===== config.mk =====
export PLATFORM = sky130hd
export DESIGN_NAME = uart_rx_core
export DESIGN_NICKNAME = d
export VERILOG_FILES = /design/src/rtl/uart_rx_core.sv
export SDC_FILE = /design/constraint.sdc
export NUM_CORES = 1
export LEC_CHECK = 0
export CORE_MARGIN = 2
export CORE_UTILIZATION = 50
export CTS_BUF_LIST = sky130_fd_sc_hd__clkbuf_4 sky130_fd_sc_hd__clkbuf_8
export DETAILED_ROUTE_END_ITERATION = 6
export PLACE_DENSITY_LB_ADDON = 0.2
export SLEW_MARGIN = 15
export SYNTH_ARGS = -nofsm -noshare
export SYNTH_HDL_FRONTEND = slang
export SYNTH_SLANG_ARGS = --single-unit

===== constraint.sdc =====
create_clock -name clock -period 4.15 [get_ports clock]
set_input_delay 0.83 -clock clock [delete_from_list [all_inputs] [get_ports clock]]
set_output_delay 0.83 -clock clock [all_outputs]
set_load 0.01 [all_outputs]

===== src/rtl/uart_rx_core.sv =====
// UART receive engine: samples the serial line at 16x oversampling, checks parity and stop bits,
// and delivers each byte with a one-clock valid strobe and error flags.
module uart_rx_core #(
  parameter int DATA_BITS = 8
) (
  input  logic                 clock,
  input  logic                 reset_n,
  input  logic                 baud_clk,
  input  logic                 data_tx,
  input  logic [1:0]           parity_type,
  input  logic                 stop_bits,
  output logic [DATA_BITS-1:0] data_out,
  output logic                 data_valid,
  output logic                 parity_error,
  output logic                 frame_error,
  output logic                 busy,
  output logic [2:0]           dbg_state
);

  localparam int BCW = $clog2(DATA_BITS + 1);

  typedef enum logic [2:0] {
    S_IDLE, S_START, S_DATA, S_PARITY, S_STOP1, S_STOP2, S_DONE
  } state_t;

  state_t                 r_state, r_next;
  logic [1:0]             r_sync;
  logic                   r_baud_d;
  logic [3:0]             r_tick_cnt;
  logic [BCW-1:0]         r_bit_cnt;
  logic [DATA_BITS-1:0]   r_shift;
  logic [1:0]             r_par_cfg;
  logic                   r_two_stop;
  logic                   r_par_pend;
  logic                   r_frm_pend;
  logic [DATA_BITS-1:0]   r_data_out;
  logic                   r_parity_error;
  logic                   r_frame_error;

  logic w_line, w_tick, w_mid, w_start_mid, w_last_bit, w_par_en, w_enter_done;

  assign w_line      = r_sync[1];
  assign w_tick      = baud_clk & ~r_baud_d;
  assign w_mid       = w_tick && (r_tick_cnt == 4'd15);
  // The start tick itself leaves the counter at 0, so tick 7 sees a pre-increment value of 6.
  assign w_start_mid = w_tick && (r_tick_cnt == 4'd6);
  assign w_last_bit  = (r_bit_cnt == BCW'(DATA_BITS - 1));
  assign w_par_en    = (r_par_cfg == 2'b01) || (r_par_cfg == 2'b10);
  assign w_enter_done = (r_state != S_DONE) && (r_next == S_DONE);

  always_ff @(posedge clock or negedge reset_n) begin
    if (!reset_n) r_state <= S_IDLE;
    else          r_state <= r_next;
  end

  always_comb begin
    r_next = r_state;
    case (r_state)
      S_IDLE:   if (w_tick && !w_line) r_next = S_START;
      S_START:  if (w_start_mid) r_next = w_line ? S_IDLE : S_DATA;
      S_DATA:   if (w_mid && w_last_bit) r_next = w_par_en ? S_PARITY : S_STOP1;
      S_PARITY: if (w_mid) r_next = S_STOP1;
      S_STOP1:  if (w_mid) r_next = r_two_stop ? S_STOP2 : S_DONE;
      S_STOP2:  if (w_mid) r_next = S_DONE;
      S_DONE:   r_next = S_IDLE;
      default:  r_next = S_IDLE;
    endcase
  end

  always_ff @(posedge clock or negedge reset_n) begin
    if (!reset_n) begin
      r_sync         <= 2'b11;
      r_baud_d       <= 1'b0;
      r_tick_cnt     <= 4'd0;
      r_bit_cnt      <= '0;
      r_shift        <= '0;
      r_par_cfg      <= 2'b00;
      r_two_stop     <= 1'b0;
      r_par_pend     <= 1'b0;
      r_frm_pend     <= 1'b0;
      r_data_out     <= '0;
      r_parity_error <= 1'b0;
      r_frame_error  <= 1'b0;
    end else begin
      r_sync   <= {r_sync[0], data_tx};
      r_baud_d <= baud_clk;
      if (w_tick) begin
        case (r_state)
          S_IDLE: if (!w_line) begin
            r_tick_cnt <= 4'd0;
            r_par_cfg  <= parity_type;
            r_two_stop <= stop_bits;
          end
          S_START: begin
            if (r_tick_cnt == 4'd6) begin
              r_tick_cnt <= 4'd0;
              r_bit_cnt  <= '0;
            end else begin
              r_tick_cnt <= r_tick_cnt + 4'd1;
            end
          end
          S_DATA: begin
            r_tick_cnt <= r_tick_cnt + 4'd1;
            if (r_tick_cnt == 4'd15) begin
              r_shift   <= {w_line, r_shift[DATA_BITS-1:1]};
              r_bit_cnt <= r_bit_cnt + BCW'(1);
            end
          end
          S_PARITY: begin
            r_tick_cnt <= r_tick_cnt + 4'd1;
            // cfg[0] is 1 for odd parity, where the XOR over data and parity must be 1.
            if (r_tick_cnt == 4'd15) r_par_pend <= ^r_shift ^ w_line ^ r_par_cfg[0];
          end
          S_STOP1, S_STOP2: begin
            r_tick_cnt <= r_tick_cnt + 4'd1;
            if ((r_tick_cnt == 4'd15) && !w_line) r_frm_pend <= 1'b1;
          end
          default: ;
        endcase
      end
      // Results are loaded as DONE is entered so they are already stable while data_valid is high.
      if (w_enter_done) begin
        r_data_out     <= r_shift;
        r_parity_error <= r_par_pend;
        r_frame_error  <= r_frm_pend | ~w_line;
        r_par_pend     <= 1'b0;
        r_frm_pend     <= 1'b0;
      end
    end
  end

  assign data_out     = r_data_out;
  assign parity_error = r_parity_error;
  assign frame_error  = r_frame_error;
  assign data_valid   = (r_state == S_DONE);
  assign busy         = (r_state != S_IDLE);
  assign dbg_state    = r_state;

endmodule


==> flow_summary.json, run 1 <==
{
  "h-tree-depth": 2,
  "synth-compound-area-share_pct": 8.872,
  "drv_slew": 0,
  "grt_overflow": 0,
  "clock_sinks": 37,
  "finalSetupViolCount": 0,
  "ant_nets": 0,
  "avgViaCountPerCell": 5.587,
  "grt_pass1_wl_um": 5713,
  "dr.pass1.iters": 4,
  "synthCells": 150,
  "antenna_found_initial": 0,
  "critPathRequiredTime_ns": 4.38,
  "fin_total_pwr_uw": 791.5,
  "clk_pin_slew_ns": 0.11,
  "whs_path_depth": 0,
  "gp_congestion": 0.8622,
  "worst_pin_slew_ns": 0.8007,
  "dr.first_iter.drc_count": 40,
  "ys.warnings.count": 0,
  "cts_tree": "done",
  "clk_path_buf_depth": 2,
  "row_count": 21,
  "crit_slowest_cell": "clkdlybuf4s50_1",
  "rsz0062_at_grt": "no",
  "netlist_area_sq_um": 1819,
  "setup.worst_path.class": "input port to register",
  "finalNetCount": 188,
  "wl_per_cell_um": 14.83,
  "postCtsSetupBuffers": 0,
  "ff2ff_path_depth": 8,
  "synth_top_family_by_area": "multiplexers",
  "start_util_pct": 53.26,
  "fin_cells": 223,
  "grt_max_degree": 38,
  "dp.cells": 215,
  "synth-simple-area-share_pct": 13.69,
  "io_buffer_count": 21,
  "maxSlewHeadroom_pct": 46.62,
  "crit_chain": "clkdlybuf4s50_1 > and3b_4 > nand4_1 > o32a_1 > a21oi_2 > nand3_2 > mux2_4",
  "min_period_ns": 2.754,
  "ys_ff_latch": 37,
  "cts_root_buffer": "clkbuf_4",
  "crit_arrival_ns": 2.98,
  "yosysSeqAreaShare_pct": 51.03,
  "cp-end-kind": "register",
  "drc": 0,
  "avgSynthCellArea_sq_um": 12.13,
  "numCtsBuffers": 5,
  "synth-xor-area-share_pct": 5.777,
  "fmax_mhz": 363.2,
  "cts_hold_buf": 0,
  "critPathMaxStageDelay_ns": 0.49,
  "clock_latency_ns": 0.34,
  "hold-worst-slack_ns": 0.3640,
  "synth_ff_type": "dfrtp_1",
  "post_synth_num_cell_types": 39,
  "period_share_pct": 66.35,
  "cts-resized-gates": 0,
  "num_vias": 1246,
  "p_leak_uw": 0.0009864,
  "power.density_nw_per_um2": 371.9,
  "fin_util_pct": 62.31,
  "worstSetupStartpointType": "input port",
  "routed_wl_um": 3308,
  "die-area_sq_um": 4137,
  "die_y_um": 64.32,
  "hpwl_um": 2375,
  "drive_above_1_share_pct": 22.60,
  "synth-async-reset-ratio_pct": 100.0,
  "grt_pass1_vias": 1217,
  "synthesis.nets": 162,
  "n_antenna_cell": 0,
  "skew_ns": 0.009808,
  "status": "finished clean",
  "synth-edff-count": 0,
  "ir_drop_v": 0.0002260,
  "core_area_sq_um": 3416,
  "worstPathMaxFanout": 12,
  "area_delta_synth_final_pct": 16.99,
  "synthAdderAreaFrac_pct": 3.439,
  "pin_count": 22,
  "die_width_um": 64.32,
  "track_usage_pct": 18.43,
  "fin_tns_setup_ns": 0,
  "finalHoldViolCount": 0,
  "muxShareOfSynthArea_pct": 15.20,
  "hp-class": "register to register",
  "drv_cap": 0
}
-- sequential cells by signal, indices dropped and copies added (netlist names) --
name and flops:
r_par_cfg 2, data_out 8, r_frm_pend 1, r_shift 8, dbg_state 3, r_two_stop 1
r_bit_cnt 4, parity_error 1, r_sync 2, r_tick_cnt 4, frame_error 1, r_par_pend 1
r_baud_d 1
-- synth_stat cells (2+ instances only) --
cell / number / share of area (%)
a21oi_1: 2 / 0.55
dfrtp_1: 35 / 48
buf_2: 2 / 0.55
mux2_4: 8 / 6.6
nor2b_1: 5 / 1.7
o21ai_0: 8 / 2.2
a21o_1: 2 / 0.83
and2_1: 3 / 1.0
o31ai_1: 2 / 0.83
nand3_1: 3 / 0.83
a31oi_1: 3 / 1.0
nand4_1: 2 / 0.69
xnor2_1: 11 / 5.3
nand2b_1: 3 / 1.0
mux2_2: 13 / 8.0
nor2_1: 6 / 1.2
ha_1: 5 / 3.4
nand2_1: 10 / 2.1
inv_1: 4 / 0.83
dfstp_2: 2 / 2.9
and3_1: 3 / 1.0
-- power breakdown --
part | switching [uW] | internal (uW) | total, uW
Combinational | 86.3 | 71.7 | 158
Sequential | 49.0 | 394 | 443
Clock | 118 | 72.7 | 191
-- final cells by class --
class / count / area (sq um)
clock buffer: 6 / 45.04
tap: 46 / 57.56
fill: 289 / 1287
sequential: 37 / 928.4
timing repair buffer: 22 / 212.7
multi-input combinational: 106 / 854.6
clock inverter: 2 / 15.01
inverter: 4 / 15.01
-- layout by cell type, fill, tap and decap left out, drive strengths merged, types with 2 or more instances in the layout --
| master | synthesis | layout |
|---|---|---|
| dfstp | 2 | 2 |
| xnor2 | 11 | 11 |
| buf | 3 | 2 |
| and3 | 3 | 3 |
| and2 | 3 | 3 |
| clkdlybuf4s50 | 0 | 20 |
| a21o | 2 | 2 |
| inv | 4 | 4 |
| nand2 | 10 | 10 |
| clkinvlp | 0 | 2 |
| nand2b | 3 | 3 |
| o31ai | 2 | 2 |
| a21oi | 3 | 3 |
| o21ai | 8 | 8 |
| nor2b | 5 | 5 |
| mux2 | 21 | 21 |
| nand4 | 2 | 2 |
| a31oi | 3 | 3 |
| dfrtp | 35 | 35 |
| nand3 | 5 | 5 |
| ha | 5 | 5 |
| nor2 | 7 | 7 |
| clkbuf | 0 | 6 |
-- path summary, 6_finish.rpt --
path / startpoint / endpoint / slack (ns)
hold reg to reg: r_sync[0] / r_sync[1] / 0.36
hold / removal: r_sync[0] / r_sync[1] / 0.36
setup reg to reg: r_tick_cnt[0] / parity_error / 1.74
max in group asynchronous: reset_n / r_bit_cnt[0] / 3.07
setup / recovery: baud_clk / parity_error / 1.40
min in group asynchronous: reset_n / dbg_state[2] / 0.56
-- critical path, delay by kind of cell --
family                 cells  cell delay [ns]
AND/OR/NAND/NOR            3             0.81
buffers and inverters      1             0.49
AO/OA/AOI/OAI              2             0.44
multiplexers               1             0.41
-- layer usage --
layer	up-vias	wire (um)	share of wire [%]	track usage [%]
met5	-	0	0	0
met4	0	116	3.5	9.840
met3	18	169	5.1	4.930
met2	43	1507	46	27.60
met1	599	1515	46	24.37
li1	586	-	-	-
-- kinds of logic after synthesis --
group,after synthesis
flip-flops,37
XOR/XNOR,12
AND/OR/NAND/NOR,43
AO/OA/AOI/OAI,24
adder cells (fa/ha/maj),5
multiplexers,22
buffers and inverters,7
-- per-stage QoR --
stage / worst slack (ns) / instance area [sq um]
2_1_floorplan: 1.815 / 1819
3_3_place_gp: 1.121 / 2068
3_5_place_dp: 1.016 / 2068
4_1_cts: 1.396 / 2128
5_1_grt: 1.302 / 2128
6_report: 1.396 / 2128
Power figures use the tool's default switching activity.
==> run 2: changes to the inputs <==
==> constraint.sdc (replaced) <==
create_clock -name clock -period 2.4 [get_ports clock]
set_input_delay 0.48 -clock clock [delete_from_list [all_inputs] [get_ports clock]]
set_output_delay 0.48 -clock clock [all_outputs]
set_load 0.01 [all_outputs]
==> run 2 against run 1 <==
- flip-flop and latch count did not move
- clock skew increased by 0.0019 ns
- register-to-register slack lost 1.5 ns
- critical path depth increased by 1
- highest routed layer unchanged
- clock power up 90%
- cell area is 3.5% higher
- sequential share of layout area is 1.5 points lower
- core utilization grew 2.2 points
- setup slack got worse by 1.2 ns
- final cell count is 4.0% higher
- largest power group unchanged
- combinational power rose by 97%
- via count rose by 1.7%
==> flow_summary.json, run 2 (synthesized netlist as in run 1, its figures left out) <==
{
  "p_seq_share_pct": 52.6,
  "power.density_nw_per_um2": 645.1,
  "die-area_sq_um": 4137,
  "worstSetupStartpointType": "input port",
  "grt_max_degree": 38,
  "clock_sinks": 37,
  "clockPowerShare_pct": 25.5,
  "cts-resized-gates": 0,
  "fill_cells": 285,
  "top_usage_layer": "met2",
  "io_buffer_count": 21,
  "hpwl_um": 2464,
  "crit_slowest_cell": "clkdlybuf4s50_1",
  "cp-end-kind": "register",
  "p_comb_share_pct": 21.9,
  "track_usage_pct": 19.19,
  "drv_cap": 0,
  "cts_root_buffer": "clkbuf_4",
  "r2r_end": "data_out[6]",
  "avgViaCountPerCell": 5.461,
  "drive_above_1_share_pct": 26.34,
  "p_leak_uw": 0.001039,
  "n_antenna_cell": 0,
  "finalSetupViolCount": 0,
  "status": "finished clean",
  "row_count": 21,
  "fmax_mhz": 453.9,
  "use_met1_pct": 24.74,
  "clock_latency_ns": 0.34,
  "setup.worst_path.class": "input port to register",
  "crit_chain": "clkdlybuf4s50_1 > and3b_4 > nand3_4 > o32a_1 > a21oi_2 > nand3_2 > buf_4 > mux2_4",
  "ff2ff_path_depth": 8,
  "h-tree-depth": 2,
  "core_area_sq_um": 3416,
  "dr.first_iter.drc_count": 56,
  "antenna_found_initial": 0,
  "multi_input_area_sq_um": 854.6,
  "grt_overflow": 0,
  "skew_ns": 0.01173,
  "final_cell_mix": "dfrtp_1, clkdlybuf4s50_1, mux2_2, xnor2_1",
  "drv_slew": 0,
  "worst_slack_ns": 0.1970,
  "worst_pin_slew_ns": 0.7961,
  "die_y_um": 64.32,
  "maxSlewHeadroom_pct": 46.93,
  "period_share_pct": 91.79,
  "layout_commonest_cell": "dfrtp_1",
  "hp-class": "input port to asynchronous set/reset pin",
  "crit_arrival_ns": 2.43,
  "fin_util_pct": 64.47,
  "start_util_pct": 53.26,
  "numCtsBuffers": 5,
  "seqCellArea_sq_um": 928.4,
  "clk_path_buf_depth": 2,
  "worstSetupStartpoint": "baud_clk",
  "pre_cts_slack_ns": -0.1492,
  "p_int_uw": 989.8,
  "finalNetCount": 197,
  "met2_usage_pct": 28.78,
  "dr.pass1.iters": 4,
  "timing.rr.start": "r_tick_cnt[0]",
  "cts_hold_buf": 0,
  "postCtsSetupBuffers": 0,
  "critPathBufInv": 2,
  "grt_pass1_vias": 1349,
  "grt.met3_usage_pct": 7.394,
  "critPathMaxStageDelay_ns": 0.50,
  "ir_drop_v": 0.0003973,
  "drc": 0,
  "rrSetupSlack_ns": 0.21,
  "critPathRequiredTime_ns": 2.63,
  "cpLargestDelayFamily": "buffers and inverters",
  "die_width_um": 64.32,
  "pin_count": 22,
  "fin_total_pwr_uw": 1421,
  "routed_wl_um": 3402,
  "ant_nets": 0,
  "area_delta_synth_final_pct": 21.05,
  "rsz0062_at_grt": "no",
  "worstPathMaxFanout": 7,
  "cts_tree": "done",
  "min_period_ns": 2.203,
  "num_vias": 1267,
  "finalHoldViolCount": 0,
  "clk_pin_slew_ns": 0.11,
  "gp_congestion": 0.8938,
  "switching_power_uw": 430.7,
  "wl_per_cell_um": 14.66,
  "p_sw_share_pct": 30.32,
  "grt_pass1_wl_um": 5947
}
==> run 2: cell types whose count changed in the layout (fill, tap and decap cells not counted) <==
cell | before | now
buf_4 | 1 | 10
clkinvlp_4 | 2 | 0
clkbuf_4 | 6 | 7
clkbuf_8 | 0 | 1
==> run 2: final cells by class <==
class	instances	area share, %
clock buffer	8	3.011
inverter	4	0.6818
multi-input combinational	106	38.81
sequential	37	42.16
tap	46	2.614
timing repair buffer	31	12.73
==> run 2: power by group through the flow <==
stage                     logic, uW  clock network, uW  registers [uW]
after floorplan                 196                  0             749
after global placement          296                  0             753
after detailed placement        310                  0             759
after CTS                       313                376             747
after global routing            350                413             758
final                           312                362             747
==> run 2: routing by layer <==
| layer | up-vias | share of wire, % |
|---|---|---|
| met1 | 610 | 48 |
| met4 | 0 | 1.7 |
| met3 | 8 | 5.1 |
| met5 | - | 0 |
| met2 | 50 | 45 |
| li1 | 599 | - |
==> run 2: stage by stage <==
| stage | setup TNS [ns] | cells | instance area [sq um] | hold slack [ns] |
|---|---|---|---|---|
| 2_1_floorplan | 0 | 150 | 1819 | 0.1844 |
| 3_3_place_gp | -0.8285 | 224 | 2136 | 0.3479 |
| 3_5_place_dp | -1.387 | 224 | 2136 | 0.3495 |
| 4_1_cts | 0 | 232 | 2202 | 0.2323 |
| 5_1_grt | 0 | 232 | 2202 | 0.2484 |
| 6_report | 0 | 232 | 2202 | 0.2024 |
==> run 2: worst register-to-register path, delay by kind of cell (launching register included) <==
family,cells,cell delay (ns)
compound gates,3,0.59
flops,1,0.43
mux,1,0.34
fa+ha+maj,1,0.30
simple gates,2,0.30
buf+inv,1,0.15
==> run 2: worst max path at each step <==
stage / depth (start not counted) / to / slack, ns
2_1_floorplan: 7 / data_out[0] / 0.26
5_1_grt: 8 / frame_error / 0.11
3_5_place_dp: 8 / parity_error / -0.15
6_report: 8 / data_out[0] / 0.20
3_3_place_gp: 8 / data_out[1] / -0.09
4_1_cts: 8 / parity_error / 0.20
